### config.mk
export PLATFORM = sky130hd
export DESIGN_NAME = truth_table_sweeper
export DESIGN_NICKNAME = d
export VERILOG_FILES = /design/src/rtl/truth_table_sweeper.sv
export SDC_FILE = /design/constraint.sdc
export NUM_CORES = 1
export LEC_CHECK = 0
export ABC_AREA = 1
export BUFFER_PORTS_ARGS = -buffer_cell sky130_fd_sc_hd__buf_2
export CAP_MARGIN = 10
export CORE_MARGIN = 2
export CORE_UTILIZATION = 58
export CTS_BUF_LIST = sky130_fd_sc_hd__clkbuf_8
export DETAILED_ROUTE_END_ITERATION = 10
export GPL_TIMING_DRIVEN = 0
export PLACE_DENSITY = 0.87
export SYNTH_ARGS = -nofsm -noshare
export SYNTH_HDL_FRONTEND = slang
export SYNTH_SLANG_ARGS = --single-unit
### constraint.sdc
create_clock -name clk -period 1.9 [get_ports clk]
set_input_delay 0.095 -clock clk [delete_from_list [all_inputs] [get_ports clk]]
set_output_delay 0.095 -clock clk [all_outputs]
set_load 0.1 [all_outputs]
### src/rtl/truth_table_sweeper.sv
// Steps a combinational gate through every input vector, captures its response
// into a truth-table word and compares it against a golden table.
module truth_table_sweeper #(
    parameter int N_IN          = 3,
    parameter int SETTLE_CYCLES = 2
) (
    input  logic                   clk,
    input  logic                   rst_n,
    input  logic                   start,
    input  logic                   abort,
    input  logic [(1<<N_IN)-1:0]   expected,
    input  logic                   dut_out,
    output logic [N_IN-1:0]        dut_in,
    output logic                   busy,
    output logic                   done,
    output logic                   tt_valid,
    output logic [(1<<N_IN)-1:0]   truth_table,
    output logic                   match,
    output logic [N_IN-1:0]        first_miss
);

    localparam int TT_W  = 1 << N_IN;
    localparam int CNT_W = (SETTLE_CYCLES > 0) ? $clog2(SETTLE_CYCLES + 1) : 1;
    localparam logic [CNT_W-1:0] CNT_MAX = CNT_W'(SETTLE_CYCLES);
    localparam logic [N_IN-1:0]  V_LAST  = N_IN'(TT_W - 1);

    typedef enum logic [1:0] {
        S_IDLE = 2'd0,
        S_RUN  = 2'd1,
        S_DONE = 2'd2
    } state_t;

    state_t              r_state;
    state_t              w_state_nxt;
    logic [N_IN-1:0]     r_v;
    logic [CNT_W-1:0]    r_cnt;
    logic [TT_W-1:0]     r_tt;
    logic                r_miss;
    logic [N_IN-1:0]     r_first_miss;
    logic                r_match;
    logic                r_tt_valid;

    logic                w_start_acc;
    logic                w_sample;
    logic                w_miss_now;

    assign w_start_acc = (r_state != S_RUN) && start && !abort;
    assign w_sample    = (r_state == S_RUN) && !abort && (r_cnt == CNT_MAX);
    assign w_miss_now  = (dut_out != expected[r_v]);

    always_ff @(posedge clk or negedge rst_n) begin
        if (!rst_n) begin
            r_state <= S_IDLE;
        end else begin
            r_state <= w_state_nxt;
        end
    end

    always_comb begin
        w_state_nxt = r_state;
        case (r_state)
            S_IDLE: begin
                if (w_start_acc) w_state_nxt = S_RUN;
            end
            S_RUN: begin
                if (abort)                            w_state_nxt = S_IDLE;
                else if (w_sample && (r_v == V_LAST)) w_state_nxt = S_DONE;
            end
            S_DONE: begin
                // DONE lasts one cycle; a held start chains straight into the next sweep.
                if (w_start_acc) w_state_nxt = S_RUN;
                else             w_state_nxt = S_IDLE;
            end
            default: w_state_nxt = S_IDLE;
        endcase
    end

    always_ff @(posedge clk or negedge rst_n) begin
        if (!rst_n) begin
            r_v          <= '0;
            r_cnt        <= '0;
            r_tt         <= '0;
            r_miss       <= 1'b0;
            r_first_miss <= '0;
            r_match      <= 1'b0;
            r_tt_valid   <= 1'b0;
        end else if (w_start_acc) begin
            r_v          <= '0;
            r_cnt        <= '0;
            r_tt         <= '0;
            r_miss       <= 1'b0;
            r_first_miss <= '0;
            r_match      <= 1'b0;
            r_tt_valid   <= 1'b0;
        end else if (abort) begin
            r_v        <= '0;
            r_cnt      <= '0;
            r_tt_valid <= 1'b0;
        end else if (r_state == S_RUN) begin
            if (w_sample) begin
                r_tt[r_v] <= dut_out;
                if (w_miss_now && !r_miss) begin
                    r_first_miss <= r_v;
                    r_miss       <= 1'b1;
                end
                r_cnt <= '0;
                // The last vector wraps v back to 0, leaving the counters idle-clean.
                r_v   <= r_v + 1'b1;
                if (r_v == V_LAST) begin
                    r_tt_valid <= 1'b1;
                    r_match    <= !(r_miss || w_miss_now);
                end
            end else begin
                r_cnt <= r_cnt + 1'b1;
            end
        end
    end

    assign busy        = (r_state == S_RUN);
    assign done        = (r_state == S_DONE);
    assign dut_in      = busy ? r_v : '0;
    assign tt_valid    = r_tt_valid;
    assign truth_table = r_tt;
    assign match       = r_match;
    assign first_miss  = r_first_miss;

endmodule

==> summary.md, run 1 <==
| Metric | Value |
|---|---|
| Hpwl dp | 1.888 mm |
| Root Buffer | clkbuf_8 |
| Post-synthesis register bit count | 21 |
| Share of the synthesized area in the top cell type | 45.26% |
| Initial antenna violation count | 0 |
| Ant diodes | 0 |
| Setup_tns | 0 ns |
| CP Data Required Time | 1.80 ns |
| Area leader, netlist | dfrtp_1 |
| # clock sinks | 21 |
| DRC viols | 0 |
| Resized Gates After CTS | 0 |
| Die H | 48.74 um |
| Netlist cell types | 25 |
| Crit path from | r_v[1]$_DFFE_PN0P_ |
| Worst Setup Path Type | flip-flop to primary output |
| Peak VDD IR | 437.9 uV |
| Routed len/inst | 12.38 um |
| RSZ-0062 raised after global routing | false |
| PD cells | 616.3 nW/um^2 |
| Core Region | 1922 sq um |
| Die area | 2376 sq um |
| Via count | 1015 |
| Avg Vias per Cell | 5.126 |
| Area after DPL | 1345 sq um |
| Synthesized area per cell | 8.538 sq um |
| Skew-Pair Late Insertion Delay | 0.26 ns |
| Tot GR Track Use | 23.58% |
| Place WS | 0.4256 ns |
| CTS tree | built |
| Final non-filler cell total | 198 |
| GP Congestion | 0.8472 |
| DRT iter0 DRCs | 29 |
| Worst slew pin tran | 0.4878 ns |
| HP Start | abort |
| Setup Skew | 0.003899 ns |
| Cell row count | 16 |
| Min Clock Period, post-route | 1.485 ns |
| Starting Density | 60.42% |
| R2r startpoint | r_state[0]$_DFFE_PN0P_ |
| CTS Buf Count | 3 |
| Cells after DPL | 193 |
| Max_cap viols | 0 |
| Port Buffer Count | 30 |
| Share of cells above drive strength 1 | 33.92% |
| Critical path arrival | 1.39 ns |
| LEAKAGE | 0.7798 nW |
| Final Hold Viols | 0 |
| Status | completed |
| Synth top area cells | dfrtp_1, nand2_1, inv_1 |
| Max-slew headroom | 67.71% |
| Setup crit start kind | flip-flop |
| Final worst setup slack | 0.4152 ns |
| Nets | 187 |
| Congestion Overflow GR | 0 |
| Clock slew at reported path FFs | 0.07 ns |
| Die X | 48.74 um |
| Clk buf depth | 2 |
| Final ANT Viol Nets | 0 |
| Syn nets | 151 |
| # IOs | 31 |
| F_max | 673.5 MHz |
| Ratio of final minimum period to clock period | 78.15% |
| First-pass GRT wire length | 4.284 mm |
| Seq/Total Area, Yosys | 45.26% |
| Area of the mapped netlist | 1161 sq um |
| Area delta synth->final | 20.58% |
| Clock H-tree levels | 1 |
| Endpoints failing setup | 0 |
| YS warnings | 0 |
| Vias in the first global route | 949 |
| Critical Path Sink Type | primary output |
| Final WL | 2.452 mm |
| Largest net degree at the start of global routing | 22 |
| Crit-path max FO | 6 |
| Hold Crit Class | input pin to flip-flop |
| Max Slew Vio Count | 0 |
| Drt first pass iters | 4 |
| Post-Syn Instances | 136 |
| Final hold slack | 0.1098 ns |
| Fin area | 1400 sq um |
-- cell usage after synthesis --
library cell / count
o21ai_2: 1
nand2_4: 3
buf_2: 1
nand3_1: 11
nor2_4: 2
nor2_1: 9
inv_2: 3
o41ai_1: 1
buf_4: 1
o21ai_0: 4
ha_1: 2
nand4_1: 1
nor3_4: 2
o21a_1: 1
nand2_2: 3
o21ai_1: 9
nand2_1: 25
dfrtp_1: 21
buf_6: 1
o21bai_1: 1
a21oi_1: 9
nand3_2: 1
nor3_2: 5
inv_1: 17
nor2_2: 2
-- sequential cells by signal, summed over array words and instances, names as in the netlist --
name / flops
first_miss: 3
match: 1
r_cnt: 2
r_miss: 1
r_state: 2
r_v: 3
truth_table: 8
tt_valid: 1
-- cell type report --
class / count / area, sq um
buffer: 3 / 23.77
tap: 27 / 33.78
multi-input combinational: 92 / 536.8
fill: 158 / 521.8
sequential: 21 / 525.5
clock inverter: 1 / 3.754
timing repair buffer: 31 / 160.2
clock buffer: 3 / 41.29
inverter: 20 / 75.07
-- stage by stage --
| step | total power, mW | utilization (%) |
|---|---|---|
| finish | 0.8629 | 72.85 |
| floorplan | 0.5461 | - |
| global route | 0.8999 | 72.85 |
| global placement | 0.5810 | 69.99 |
| CTS | 0.8672 | 72.85 |
| detailed placement | 0.5853 | 69.99 |
-- layout by cell type, fill, tap and decap left out, types with 4 or more instances in the layout --
cell / count
dfrtp_1: 21
o21ai_0: 4
nor3_2: 5
a21oi_1: 9
nand2_1: 25
buf_2: 31
inv_1: 18
nor2_1: 9
nand3_1: 11
o21ai_1: 9
-- worst max-delay path, stage by stage (launching register included) --
cell	delay [ns]
dfrtp_1	0.52
inv_2	0.09
nor2_1	0.10
buf_2	0.43
-- logic make-up (layout without fill, tap and decap cells) --
logic type      count (synthesis)  after routing  synth area share (%)
buf+inv                        23             58                 8.513
compound gates                 26             26                 12.28
fa+ha+maj                       2              2                 2.155
flops                          21             21                 45.26
simple gates                   64             64                 31.79
-- worst paths after layout --
check | to | slack (ns) | depth (start not counted)
setup reg to reg | truth_table[2]$_DFFE_PN0P_ | 0.43 | 7
min in group asynchronous | truth_table[4]$_DFFE_PN0P_ | 0.31 | 2
hold reg to reg | tt_valid$_DFFE_PN0P_ | 0.49 | 1
max in group asynchronous | r_state[1]$_DFFE_PN0P_ | 1.27 | 2
hold / removal | r_cnt[1]$_DFFE_PN0P_ | 0.11 | 2
setup / recovery | dut_in[1] | 0.42 | 3
-- what timing repair did --
action | in CTS | in global routing
setup buffers | 0 | 0
hold buffers | 1 | 0
setup endpoints to repair | 0 | 0
endpoints found under the hold margin | 21 | 0
-- power by group --
| part | switching, mW | internal (mW) |
|---|---|---|
| logic | 0.0858 | 0.0317 |
| registers | 0.00596 | 0.453 |
| clock network | 0.142 | 0.144 |
| total | 0.234 | 0.629 |
-- layer usage --
| layer | part of all wire (%) | vias up | wire length, um | GRT usage (%) |
|---|---|---|---|---|
| li1 | - | 514 | - | - |
| met1 | 44 | 459 | 1071 | 30.60 |
| met2 | 50 | 35 | 1221 | 39.27 |
| met3 | 4.3 | 7 | 105 | 2.160 |
| met4 | 2.2 | 0 | 54 | 12.38 |
| met5 | 0 | - | 0 | 0 |
No activity file was read; power rests on OpenSTA's default activity.
==> run 2: changes to the inputs <==
--- a/config.mk
+++ b/config.mk
@@ -5,15 +5,15 @@
 export SDC_FILE = /design/constraint.sdc
 export NUM_CORES = 1
 export LEC_CHECK = 0
-export ABC_AREA = 1
+export ABC_AREA = 0
 export BUFFER_PORTS_ARGS = -buffer_cell sky130_fd_sc_hd__buf_2
 export CAP_MARGIN = 10
 export CORE_MARGIN = 2
-export CORE_UTILIZATION = 58
+export CORE_UTILIZATION = 48
 export CTS_BUF_LIST = sky130_fd_sc_hd__clkbuf_8
 export DETAILED_ROUTE_END_ITERATION = 10
 export GPL_TIMING_DRIVEN = 0
-export PLACE_DENSITY = 0.87
+export PLACE_DENSITY = 0.77
 export SYNTH_ARGS = -nofsm -noshare
 export SYNTH_HDL_FRONTEND = slang
 export SYNTH_SLANG_ARGS = --single-unit
==> constraint.sdc (replaced) <==
create_clock -name clk -period 1.3 [get_ports clk]
set_input_delay 0.065 -clock clk [delete_from_list [all_inputs] [get_ports clk]]
set_output_delay 0.065 -clock clk [all_outputs]
set_load 0.1 [all_outputs]
==> run 2 against run 1 <==
Against the previous run: the flow now finishes with violations (setup timing); cell count is 2.5% higher; core utilization is 14 points higher; sequential cell count stayed put; critical path depth grew 4; sequential power increased by 46%; combinational power increased by 110%.
==> summary.md, run 2 <==
| Metric | Value |
|---|---|
| Share of the synthesized area in the top cell type | 46.77% |
| F_max | 448.0 MHz |
| Synthesized area per cell | 10.70 sq um |
| Most common cell after layout, fill and taps aside | buf_2 |
| Hpwl dp | 1.797 mm |
| Final hold slack | 0.09259 ns |
| Internal power | 0.9772 mW |
| LEAKAGE | 0.9977 nW |
| YS warnings | 0 |
| Ys flop type | dfrtp_1 |
| Max-slew headroom | 67.42% |
| Post-synthesis register bit count | 21 |
| Clock H-tree levels | 1 |
| Area leader, netlist | dfrtp_1 |
| Ratio of final minimum period to clock period | 171.7% |
| Synth top area cells | dfrtp_1, mux2i_1, nor2_1 |
| Post-synth EDFFs | 0 |
| Worst slew pin tran | 0.4920 ns |
| Most frequent cells in the layout | buf_2, buf_4, dfrtp_1 |
| Skew-Pair Late Insertion Delay | 0.26 ns |
| Final non-filler cell total | 203 |
| Psw | 0.3594 mW |
| CP Data Required Time | 1.45 ns |
| Netlist cell types | 32 |
| Post-synthesis async set-or-reset flop share | 100.0% |
| Largest net degree at the start of global routing | 22 |
| RSZ-0062 raised after global routing | true |
| Ant diodes | 0 |
| Initial antenna violation count | 0 |
| Area delta synth->final | 71.83% |
| Die H | 52.38 um |
| Seq/Total Area, Yosys | 46.77% |
| # IOs | 31 |
| Status | complete, but fails checks |
| Most instantiated library cell after synthesis | dfrtp_1 |
| Drt first pass iters | 4 |
| GP Congestion | 0.8464 |
| Post-Syn Instances | 105 |
| Clk buf depth | 2 |
| Critical Path Sink Type | flip-flop |
| Crit-path max FO | 4 |
| Failing checks | setup timing |
| Port Buffer Count | 29 |
| CTS Buf Count | 3 |
| Final worst setup slack | -0.9324 ns |
| Place WS | -0.8598 ns |
| Die X | 52.38 um |
| Peak VDD IR | 768.3 uV |
| Area of the mapped netlist | 1124 sq um |
| DRT iter0 DRCs | 36 |
| Final WL | 3.975 mm |
| Fill cells | 95 |
| Final Hold Viols | 0 |
| Sw Ratio | 26.89% |
| # clock sinks | 21 |
| First-pass GRT wire length | 4.981 mm |
| Die area | 2744 sq um |
| Nets | 191 |
| Root Buffer | clkbuf_8 |
| Cell row count | 17 |
| Vias in the first global route | 1068 |
| PD cells | 692.3 nW/um^2 |
| Setup Skew | 0.002611 ns |
| Congestion Overflow GR | 0 |
| Via count | 1114 |
| Final ANT Viol Nets | 0 |
| Max FFs per register | 8 |
| Clock slew at reported path FFs | 0.08 ns |
| Cells after DPL | 162 |
| Sequential fraction of design power | 50.0% |
| Worst Setup Path Type | flip-flop to flip-flop |
| Core Region | 2212 sq um |
| Routed len/inst | 19.58 um |
| Comb pwr share | 18.0% |
| Syn nets | 120 |
| Critical path arrival | 2.38 ns |
| Endpoints failing setup | 24 |
| Starting Density | 50.79% |
| Share of cells above drive strength 1 | 61.71% |
| Clock power share | 32.0% |
| Max_cap viols | 0 |
| Max Slew Vio Count | 0 |
| Avg Vias per Cell | 5.488 |
| Setup crit start kind | flip-flop |
| Synth cell count leaders | dfrtp_1, nor2_1, mux2i_1, nand2_1 |
| Hold Crit Class | input pin to flip-flop |
| Min Clock Period, post-route | 2.232 ns |
| Tot GR Track Use | 25.52% |
| DRC viols | 0 |
| CTS tree | built |
run 2: changes by cell type after synthesis, moves of 4 or more:
cell,before,now
o21ai_1,9,0
a21oi_1,9,3
mux2i_1,0,11
nor2b_1,0,5
inv_1,17,2
nor3_2,5,1
nor2_1,9,15
nand3_1,11,5
and2_1,0,5
nand2_1,25,6
run 2: metal layers:
| layer | up-vias | GRT usage, % | wire length, um |
|---|---|---|---|
| li1 | 504 | - | - |
| met1 | 560 | 31.85 | 1625 |
| met2 | 44 | 43.33 | 2050 |
| met3 | 6 | 4.571 | 226 |
| met4 | 0 | 10.26 | 72 |
| met5 | - | 0 | 0 |
run 2: worst max-delay path: stages, from the launching register on:
cell       delay (ns)
dfrtp_2          0.43
buf_6            0.14
mux2i_1          0.24
o2bb2ai_2        0.10
o31a_1           0.35
nor4b_4          0.30
buf_4            0.22
mux2_4           0.33
run 2: final timing paths:
| check | slack, ns | cells after the start | from | to |
|---|---|---|---|---|
| setup / recovery | -0.93 | 7 | r_v[0]$_DFFE_PN0P_ | first_miss[1]$_DFFE_PN0P_ |
| hold / removal | 0.09 | 2 | abort | r_cnt[1]$_DFFE_PN0P_ |
| setup reg to reg | -0.93 | 7 | r_v[0]$_DFFE_PN0P_ | first_miss[1]$_DFFE_PN0P_ |
| hold reg to reg | 0.52 | 1 | tt_valid$_DFFE_PN0P_ | tt_valid$_DFFE_PN0P_ |
| max in group asynchronous | 0.68 | 2 | rst_n | r_v[0]$_DFFE_PN0P_ |
| min in group asynchronous | 0.28 | 2 | rst_n | r_cnt[1]$_DFFE_PN0P_ |
run 2: what timing repair did:
item / 4_1_cts / 5_1_grt
buffers inserted: 16 / 20
resized for setup: 38 / 25
pin swaps: 7 / 18
gates cloned: 0 / 1
endpoints found under the hold margin: 21 / 0
hold buffers: 1 / 0
setup endpoints to repair: 24 / 25
run 2: kinds of logic after synthesis:
family,synth area share (%)
adders and majority gates,2.227
and+or+nand+nor,24.05
buffers and inverters,4.009
AOI/OAI and AO/OA,8.797
DFF,46.77
muxes,14.14
run 2: area by class of cell:
cell class	count	area [sq um]	area share [%]
clock buffer	3	41.29	2.139
multi-input combinational	78	729.5	37.78
buffer	4	37.54	1.944
sequential	21	528.0	27.35
timing repair buffer	66	544.3	28.19
tap	28	35.03	1.815
inverter	2	11.26	0.5833
clock inverter	1	3.754	0.1944
run 2: through the flow:
| stage | area [sq um] | total power [mW] | TNS [ns] | utilization, % |
|---|---|---|---|---|
| 6_report | 1931 | 1.337 | -6.621 | 87.27 |
| 5_1_grt | 1931 | 1.386 | -7.811 | 87.27 |
| 4_1_cts | 1655 | 1.275 | -5.061 | 74.83 |
| 3_5_place_dp | 1335 | 0.8101 | -6.743 | 60.35 |
| 3_3_place_gp | 1335 | 0.8054 | -5.924 | 60.35 |
| 2_1_floorplan | 1155 | 0.7618 | -4.759 | - |
run 2: power groups by stage:
stage          Sequential (mW)  Combinational [mW]  Clock (mW)
5_1_grt                  0.668               0.255       0.463
4_1_cts                  0.669               0.177       0.429
2_1_floorplan            0.682              0.0793           0
6_report                 0.668               0.241       0.428
3_3_place_gp             0.681               0.125           0
3_5_place_dp             0.682               0.128           0
